**src/rtl/seq_gen_pkg.sv**
```systemverilog
// Shared state encoding and parameter defaults for the serial pattern generator.
package seq_gen_pkg;

  localparam int   PAT_W_DEF      = 4;
  localparam int   CNT_W_DEF      = 4;
  localparam int   GAP_W_DEF      = 3;
  localparam logic IDLE_LEVEL_DEF = 1'b0;

  typedef enum logic [1:0] {
    ST_IDLE  = 2'b00,
    ST_SHIFT = 2'b01,
    ST_GAP   = 2'b10,
    ST_DONE  = 2'b11
  } state_t;

endpackage

```
**src/rtl/seq_bit_serializer.sv**
```systemverilog
// Shift register plus bit counter; presents the current MSB and the bit that follows it.
module seq_bit_serializer
  import seq_gen_pkg::*;
#(
  parameter int PAT_W = PAT_W_DEF
) (
  input  logic             clk,
  input  logic             rst,
  input  logic             load,
  input  logic             shift_en,
  input  logic [PAT_W-1:0] pattern,
  output logic             msb,
  output logic             msb_next,
  output logic             last_bit
);

  localparam int BC_W = $clog2(PAT_W);
  localparam logic [BC_W-1:0] LAST = BC_W'(PAT_W - 1);

  logic [PAT_W-1:0] sr;
  logic [BC_W-1:0]  cnt;

  always_ff @(posedge clk or negedge rst) begin
    if (!rst) begin
      sr  <= '0;
      cnt <= '0;
    end else if (load) begin
      sr  <= pattern;
      cnt <= '0;
    end else if (shift_en) begin
      sr  <= {sr[PAT_W-2:0], 1'b0};
      cnt <= (cnt == LAST) ? '0 : cnt + BC_W'(1);
    end
  end

  assign msb      = sr[PAT_W-1];
  assign msb_next = sr[PAT_W-2];
  assign last_bit = (cnt == LAST);

endmodule

```
**src/rtl/seq_pattern_generator.sv**
```systemverilog
// Serial pattern transmitter: repeats a latched pattern MSB-first with optional idle gaps.
// Handshake: start is a request taken only when busy=0 (IDLE or DONE); there is no back-pressure.
module seq_pattern_generator
  import seq_gen_pkg::*;
#(
  parameter int   PAT_W      = PAT_W_DEF,
  parameter int   CNT_W      = CNT_W_DEF,
  parameter int   GAP_W      = GAP_W_DEF,
  parameter logic IDLE_LEVEL = IDLE_LEVEL_DEF
) (
  input  logic             clk,
  input  logic             rst,
  input  logic             start,
  input  logic [PAT_W-1:0] pattern,
  input  logic [CNT_W-1:0] bursts,
  input  logic [GAP_W-1:0] gap_len,
  output logic             seq_out,
  output logic             seq_valid,
  output logic             busy,
  output logic             done,
  output logic [1:0]       dbg_state
);

  state_t           state, state_d;
  logic [PAT_W-1:0] pat_q, pat_d, load_pat;
  logic [CNT_W-1:0] burst_cnt, burst_d;
  logic [GAP_W-1:0] gap_q, gap_len_d, gap_cnt, gap_cnt_d;
  logic             load, shift_en;
  logic             ser_msb, ser_msb_next, last_bit;
  logic             seq_out_d;

  seq_bit_serializer #(.PAT_W(PAT_W)) u_ser (
    .clk      (clk),
    .rst      (rst),
    .load     (load),
    .shift_en (shift_en),
    .pattern  (load_pat),
    .msb      (ser_msb),
    .msb_next (ser_msb_next),
    .last_bit (last_bit)
  );

  always_comb begin
    state_d   = state;
    pat_d     = pat_q;
    burst_d   = burst_cnt;
    gap_len_d = gap_q;
    gap_cnt_d = gap_cnt;
    load      = 1'b0;
    shift_en  = 1'b0;
    load_pat  = pat_q;
    case (state)
      ST_IDLE, ST_DONE: begin
        state_d = ST_IDLE;
        if (start) begin
          pat_d     = pattern;
          burst_d   = bursts;
          gap_len_d = gap_len;
          load_pat  = pattern;
          if (bursts != '0) begin
            state_d = ST_SHIFT;
            load    = 1'b1;
          end else begin
            state_d = ST_DONE;
          end
        end
      end
      ST_SHIFT: begin
        // Shifting on the last bit too lets the bit counter wrap back to 0.
        if (last_bit) begin
          burst_d = burst_cnt - CNT_W'(1);
          if (burst_cnt == CNT_W'(1)) begin
            state_d  = ST_DONE;
            shift_en = 1'b1;
          end else if (gap_q == '0) begin
            load = 1'b1;
          end else begin
            state_d   = ST_GAP;
            gap_cnt_d = gap_q;
            shift_en  = 1'b1;
          end
        end else begin
          shift_en = 1'b1;
        end
      end
      ST_GAP: begin
        if (gap_cnt == GAP_W'(1)) begin
          state_d   = ST_SHIFT;
          load      = 1'b1;
          gap_cnt_d = '0;
        end else begin
          gap_cnt_d = gap_cnt - GAP_W'(1);
        end
      end
      default: state_d = ST_IDLE;
    endcase
    seq_out_d = IDLE_LEVEL;
    if (state_d == ST_SHIFT) seq_out_d = load ? load_pat[PAT_W-1] : ser_msb_next;
  end

  always_ff @(posedge clk or negedge rst) begin
    if (!rst) begin
      state     <= ST_IDLE;
      pat_q     <= '0;
      burst_cnt <= '0;
      gap_q     <= '0;
      gap_cnt   <= '0;
      seq_out   <= IDLE_LEVEL;
      seq_valid <= 1'b0;
      busy      <= 1'b0;
      done      <= 1'b0;
    end else begin
      state     <= state_d;
      pat_q     <= pat_d;
      burst_cnt <= burst_d;
      gap_q     <= gap_len_d;
      gap_cnt   <= gap_cnt_d;
      seq_out   <= seq_out_d;
      seq_valid <= (state_d == ST_SHIFT);
      busy      <= (state_d == ST_SHIFT) || (state_d == ST_GAP);
      done      <= (state_d == ST_DONE);
    end
  end

  assign dbg_state = state;

endmodule

```
**config.mk**
```make
export PLATFORM = sky130hd
export DESIGN_NAME = seq_pattern_generator
export DESIGN_NICKNAME = d
export VERILOG_FILES = /design/src/rtl/seq_gen_pkg.sv /design/src/rtl/seq_bit_serializer.sv /design/src/rtl/seq_pattern_generator.sv
export SDC_FILE = /design/constraint.sdc
export NUM_CORES = 1
export LEC_CHECK = 0
export ABC_AREA = 1
export BUFFER_PORTS_ARGS = -buffer_cell sky130_fd_sc_hd__buf_2
export CAP_MARGIN = 20
export CORE_ASPECT_RATIO = 1.1
export CORE_UTILIZATION = 45
export DETAILED_ROUTE_END_ITERATION = 8
export PLACE_DENSITY_LB_ADDON = 0.3
export REMOVE_ABC_BUFFERS = 1
export SLEW_MARGIN = 15
export SYNTH_ARGS = -nofsm -noshare
export SYNTH_HDL_FRONTEND = slang
export SYNTH_SLANG_ARGS = --single-unit
```
**constraint.sdc**
```tcl
create_clock -name clk -period 2.5 [get_ports clk]
set_input_delay 0.25 -clock clk [delete_from_list [all_inputs] [get_ports clk]]
set_output_delay 0.25 -clock clk [all_outputs]
set_load 0.01 [all_outputs]
```
Yosys cells after proc, flatten, opt, wreduce, memory -nomap -nowiden
Cells that the tools add are included.
Storage, ports and cells
  bits of input ports: 14
  output and inout bits: 6
  logic and storage cells: 73
  flip-flop bits (word level): 25
Operators by class
  equality and inequality tests: 13
  reduce and logical (&&, ||, !) cells: 11
  add/subtract/negate cells: 3
  muxes and demuxes: 35
Operators with widths (number)
  $mux W2: 9
  $mux W3: 6
  $mux W4: 4
  $mux W1: 12
  $eq A2 B2 Y1 const B: 5
  $ne A2 B2 Y1 const B: 4
  $pmux W4 S2: 1
  $pmux W2 S3: 1
  $pmux W3 S2: 1
  $reduce_bool A2 Y1: 3
  $eq A2 B1 Y1 const B: 2
  $eq A4 B1 Y1 const B: 1
  $reduce_and A4 Y1: 1
  $reduce_bool A4 Y1: 1
  $sub A4 B1 Y4 const B: 1
  $eq A3 B1 Y1 const B: 1
  $logic_not A3 Y1: 1
  $pmux W1 S3: 1
  $reduce_and A3 Y1: 1
  $sub A3 B1 Y3 const B: 1
  $add A2 B1 Y2 const B: 1
  $logic_not A2 Y1: 1
  $reduce_and A2 Y1: 1
  $reduce_or A2 Y1: 1
  $logic_or A1 B1 Y1: 1

Depth between registers and ports, before layout
  depth after elaboration: 7
  mapped depth: 11
  gate-level depth less buffers: 10

Modules after synthesis
A second synthesis with hierarchy kept.
Unflattened totals
  cell total of the unflattened synthesis: 177
  area, all modules: 1411.4 sq um
By module, submodules not included
  seq_pattern_generator: sequential area each 500.5 sq um, instances 1, cells an instance 141, area each 1127.3 sq um
  seq_bit_serializer: sequential area each 150.1 sq um, instances 1, cells an instance 36, area each 284.0 sq um

Worst setup path after synthesis
Ideal clock, no wire load.
  kind: register -> register
  start point: reg state[0], in the netlist dbg_state[0]
  end point: reg busy
  data arrival time: 1645 ps
  setup time: 113 ps
  path buffers: 1
  period minus slack after synthesis: 1758 ps
  cell stages (with the launch flop): 11
  required time: 2387 ps
  path slack: 742 ps
  path through: dfrtp_1 > inv_1 > ha_1 > nand2_4 > inv_4 > buf_6 > nand3_1 > nand3_1 > inv_1 > ha_1 > inv_1
Between the ends
  elaborated cells between the ends (all ways): 13
  those cells by class: eq/ne (5); mux (5); reduce/logical (3)
RTL lines
  start, declared: RTL line seq_pattern_generator.sv:24  | state_t state, state_d;
  start signal, assigned: RTL line seq_pattern_generator.sv:113  | state <= state_d;
  $eq A2 B2 Y1 / $logic_not A2 Y1 (equally long branches): RTL line seq_pattern_generator.sv:52  | case (state)
  $reduce_or A2 Y1: RTL line seq_pattern_generator.sv:52
  $pmux W2 S3 *: RTL line seq_pattern_generator.sv:52
  named net state_d[1]: RTL line seq_pattern_generator.sv:24
  $eq A2 B1 Y1 / $eq A2 B2 Y1 (equally long branches): RTL line seq_pattern_generator.sv:120  | busy <= (state_d == ST_SHIFT) || (state_d == ST_GAP);
  $logic_or A1 B1 Y1 *: RTL line seq_pattern_generator.sv:120
  end signal, assigned: RTL line seq_pattern_generator.sv:120
  end, declared: RTL line seq_pattern_generator.sv:19  | output logic busy,
The timed path passes the listed nets; every way through them passes the cells marked *.
A chain may end at the register's enable or synchronous reset.

Worst setup path in the final report
  start point: reg state[0], in the netlist dbg_state[0]
  end point: reg seq_out
Between the ends
  longest elaborated chain between the ends: 6
  elaborated cells between the ends (all ways): 15
  those cells by class: eq/ne (4); mux (9); reduce/logical (2)
Ends and longest elaborated chain
  $mux W2: RTL line seq_pattern_generator.sv:75  | end else if (gap_q == '0) begin
  $mux W2: RTL line seq_pattern_generator.sv:72  | if (burst_cnt == CNT_W'(1)) begin
  $mux W2: RTL line seq_pattern_generator.sv:70  | if (last_bit) begin
  $pmux W2 S3 *: RTL line seq_pattern_generator.sv:52
  named net state_d[0]: RTL line seq_pattern_generator.sv:24
  $eq A2 B1 Y1 *: RTL line seq_pattern_generator.sv:98  | if (state_d == ST_SHIFT) seq_out_d = load ? load_pat[PAT_W-1] : ser_msb_next;
  $mux W1 *: RTL line seq_pattern_generator.sv:98
  named net seq_out_d: RTL line seq_pattern_generator.sv:30  | logic seq_out_d;
  end signal, assigned: RTL line seq_pattern_generator.sv:118  | seq_out <= seq_out_d;
  end, declared: RTL line seq_pattern_generator.sv:17  | output logic seq_out,
Marks and branches as above.

==> out/qor.log <==
INFO  clocking       clock_latency=0.32ns
INFO  die            io-pin-count=20
INFO  job            timing.max_cap.violations=0
INFO  route          routed_via_density=5.136
INFO  final_layout   final_cells=220
INFO  critical_path  element_type_at_the_critical_path_start=register
INFO  logic_synthesis synth_async_sr_flop_share=100.0%
INFO  logic_synthesis synth_warnings=0
INFO  critical_path  timing_worst_setup_path_type=register to register
INFO  critical_path  crit_chain=inv_1 > ha_1 > inv_1 > nand2_2 > nor2_2 > nor2_1 > o21ai_0 > ha_1 > nand2_1 > nor2_2
INFO  global_routing grt.met1_usage=22.89%
INFO  sta            setup_tns=0ns
INFO  logic_synthesis post_synth_mux_area_share=0%
INFO  route          vias=1,130
INFO  power          comb_power_share=44.1%
INFO  route          antenna_left=0
INFO  die            chipWidth=55.04um
INFO  power          internal_power=0.8682mW
INFO  logic_synthesis yosys-top-cells-area=dfrtp_1 (45%), nand2_1 (9.4%), ha_1 (8.1%)
INFO  place          placed_wire_length_estimate=2.129mm
INFO  place          post-place-cells=215
INFO  clocking       clock_path_buffers=2
INFO  clocking       clk_pin_slew=0.15ns
INFO  die            placeable_core_area=0.002853mm^2
INFO  logic_synthesis netlist.top_cell.by_area=dfrtp_1
INFO  logic_synthesis post_synth_instance_area=0.001393mm^2
INFO  die            initial_util=48.82%
INFO  logic_synthesis post_synth_xor_area_fraction=1.258%
INFO  sta            final-setup-viol-count=0
INFO  global_routing busiest_layer=met2
INFO  sta            top_achievable_clock_speed=545.1MHz
INFO  critical_path  critical-path-slowest-cell=dfrtp_1
INFO  logic_synthesis synthMostInstantiatedCell=nand2_1
INFO  place          placement.io_buffers=19
INFO  logic_synthesis synth-main-ff-cell=dfrtp_1
INFO  logic_synthesis postSynthCellCount=164
INFO  clocking       numCtsBuffers=3
INFO  logic_synthesis largest_family_of_logic_cells_by_synthesized_area=simple AND/OR/NAND/NOR gates
INFO  global_routing number_of_antenna_violations_at_the_first_check_in_global_routing=0
INFO  route          route.detailed.drc=0
INFO  power          power_leakage=0.7872nW
INFO  clocking       clkSinkCount=25
INFO  sta            fin_crit_sh=73.38%
INFO  logic_synthesis synth_compound_area_share=12.22%
INFO  global_routing remaining_global_route_overflow=0
INFO  critical_path  critPathCaptureType=register
INFO  clocking       clock_root_buffer=clkbuf_4
INFO  critical_path  crit_fanout=4
INFO  logic_synthesis post_synth_most_frequent_cells=nand2_1 (35), dfrtp_1 (25), inv_1 (19)
INFO  route          finalWirelength=2.736mm
INFO  global_routing vias_in_the_first_global_route=1,093
INFO  logic_synthesis synth-simple-area-share=25.16%
INFO  final_layout   layout.nets=211
INFO  power          net-switching-power=0.6062mW
INFO  worst_hold_path worst_hold_path_type=input pin to register
INFO  global_routing grt_first_pass_wirelength=4.471mm
INFO  clocking       cts.htree.levels=1
INFO  critical_path  critPathArrivalTime=2.11ns
INFO  final_layout   syn2layout_area_growth=12.04%
INFO  place          globalplace.congestion=0.8438
INFO  route          detailedRoute.firstIterationViolations=16
INFO  sta            timing.clock.skew=0.006193ns
INFO  global_routing grt_util_all_layers=18.88%
INFO  logic_synthesis synth_area_per_inst=8.491um^2
INFO  final_layout   layout-drive-gt1-share=22.99%
INFO  clocking       ctsResizeCount=0
INFO  sta            number_of_max_slew_violations_in_the_final_report=0
INFO  global_routing grt_start_max_net_pins=26
INFO  die            dieArea=0.003321mm^2
INFO  logic_synthesis synth_fa_ha_area_share=8.086%
INFO  global_routing globalRouteMet3Util=2.256%
INFO  clocking       cts_tree=built
INFO  critical_path  slowest_delay=0.41ns
INFO  sta            unrepaired_setup_endpoints_after_global_routing=no
INFO  die            die_h=60.35um
INFO  sta            timing.slew.headroom=62.73%
INFO  power          sw_frac_of_total=41.11%
INFO  logic_synthesis synth.yosys.seq_area_share=44.92%
INFO  route          drt_first_pass_iters=4
INFO  route          wl_per_cell=12.44um
INFO  run_status     outcome=finished clean
INFO  global_routing grt.met2_usage=33.91%
INFO  critical_path  critPathRequiredTime=2.78ns
INFO  power          ir_drop=515.5uV
INFO  sta            finalHoldViolations=0
INFO  logic_synthesis synth_seq_cells=25
INFO  power          p_clk_share=13.0%
INFO  final_layout   fillCellCount=286
INFO  sta            timing_worst_slew_pin_value=0.5590ns
INFO  sta            layout_min_cycle_time=1.834ns
INFO  logic_synthesis ys_types=28
INFO  power          pwr-share-seq=42.8%
INFO  final_layout   num_antenna_cells=0
INFO  logic_synthesis synth_enable_flop_cells=0
INFO  power          cellPowerDensity=945.0mW/mm^2
INFO  die            row_count=20
INFO  logic_synthesis fraction_of_post_synthesis_cell_area_in_the_top_cell_type_by_area=44.92%
==> sequential cells by signal, indices dropped and copies added (netlist names), 2 cells and up <==
name,count
u_ser.cnt,2
u_ser.sr,3
dbg_state,2
burst_cnt,4
gap_q,3
pat_q,4
gap_cnt,3
==> timing repair <==
action	CTS	global route
setup buffers	0	0
hold buffers	1	0
hold endpoints to repair	25	0
==> area by class of cell <==
type                    count  area, um^2  share of cell area [%]
clock buffers               3       22.52                   1.443
clock inverters             1       7.507                  0.4812
inverters                  26       100.1                   6.415
multi-input cells         111       650.6                   41.70
flip-flops and latches     25       625.6                   40.10
well taps                  33       41.29                   2.646
repair buffers             21       112.6                   7.217
==> cell families (layout without fill, tap and decap cells) <==
| kind of cell | count (synthesis) | after routing |
|---|---|---|
| AOI/OAI and AO/OA | 29 | 29 |
| xor gates and xnor gates | 2 | 2 |
| adders and majority gates | 9 | 9 |
| buffers and inverters | 28 | 51 |
| DFF | 25 | 25 |
| and+or+nand+nor | 71 | 71 |
==> critical path, delay by kind of cell, from the launching register on <==
family,cells,cell delay [ns]
DFF,1,0.41
and+or+nand+nor,5,0.44
buffers and inverters,2,0.19
AOI/OAI and AO/OA,1,0.15
adders and majority gates,2,0.61
==> final timing paths <==
kind	start	to	slack [ns]	cells past startpoint
min in group asynchronous	rst	gap_cnt[1]	0.42	2
max in group asynchronous	rst	pat_q[1]	1.71	2
worst max register to register	dbg_state[0]	seq_out	0.67	10
worst min register to register	pat_q[0]	pat_q[0]	0.51	2
worst min-delay path	gap_len[0]	gap_q[0]	0.12	3
worst max-delay path	dbg_state[0]	seq_out	0.67	10
==> metal layers <==
| layer | vias up | part of all wire [%] |
|---|---|---|
| li1 | 576 | - |
| met1 | 534 | 45 |
| met2 | 16 | 52 |
| met3 | 4 | 1.9 |
| met4 | 0 | 0.88 |
| met5 | - | 0 |
==> per-stage QoR <==
step                area [um^2]  hold slack, ns  worst slack [ns]  utilization, %  total power [mW]
floorplan                  1376        -0.04559            0.7120               -             1.123
global placement           1520          0.2714            0.7300           53.29             1.270
detailed placement         1520          0.2763            0.6956           53.29             1.297
CTS                        1560          0.1189            0.6525           54.69             1.493
global route               1560          0.1208            0.4592           54.69             1.605
finish                     1560          0.1208            0.6656           54.69             1.474
==> power by group through the flow <==
stage                     logic (mW)  registers (mW)  clock network [mW]
after detailed placement       0.654           0.643                   0
after global routing           0.752           0.647               0.205
after global placement         0.632           0.638                   0
after CTS                      0.661           0.633               0.199
final                          0.651           0.632               0.192
after floorplan                0.487           0.636                   0
==> cell usage in the layout, fill, tap and decap left out, types with 2 or more instances in the layout <==
cell type	count
nand2_1	35
o211ai_1	2
nor2_2	2
or2_1	2
nand3_1	15
nand2_4	2
inv_2	6
xnor2_1	2
inv_1	19
a21oi_1	3
nand2_2	2
o21ai_1	6
o22ai_1	2
dfrtp_1	25
buf_2	19
nand4_1	3
ha_1	9
nor2_1	6
clkbuf_4	3
o21ai_0	13
Note: power is estimated with default switching activity, not from simulation.
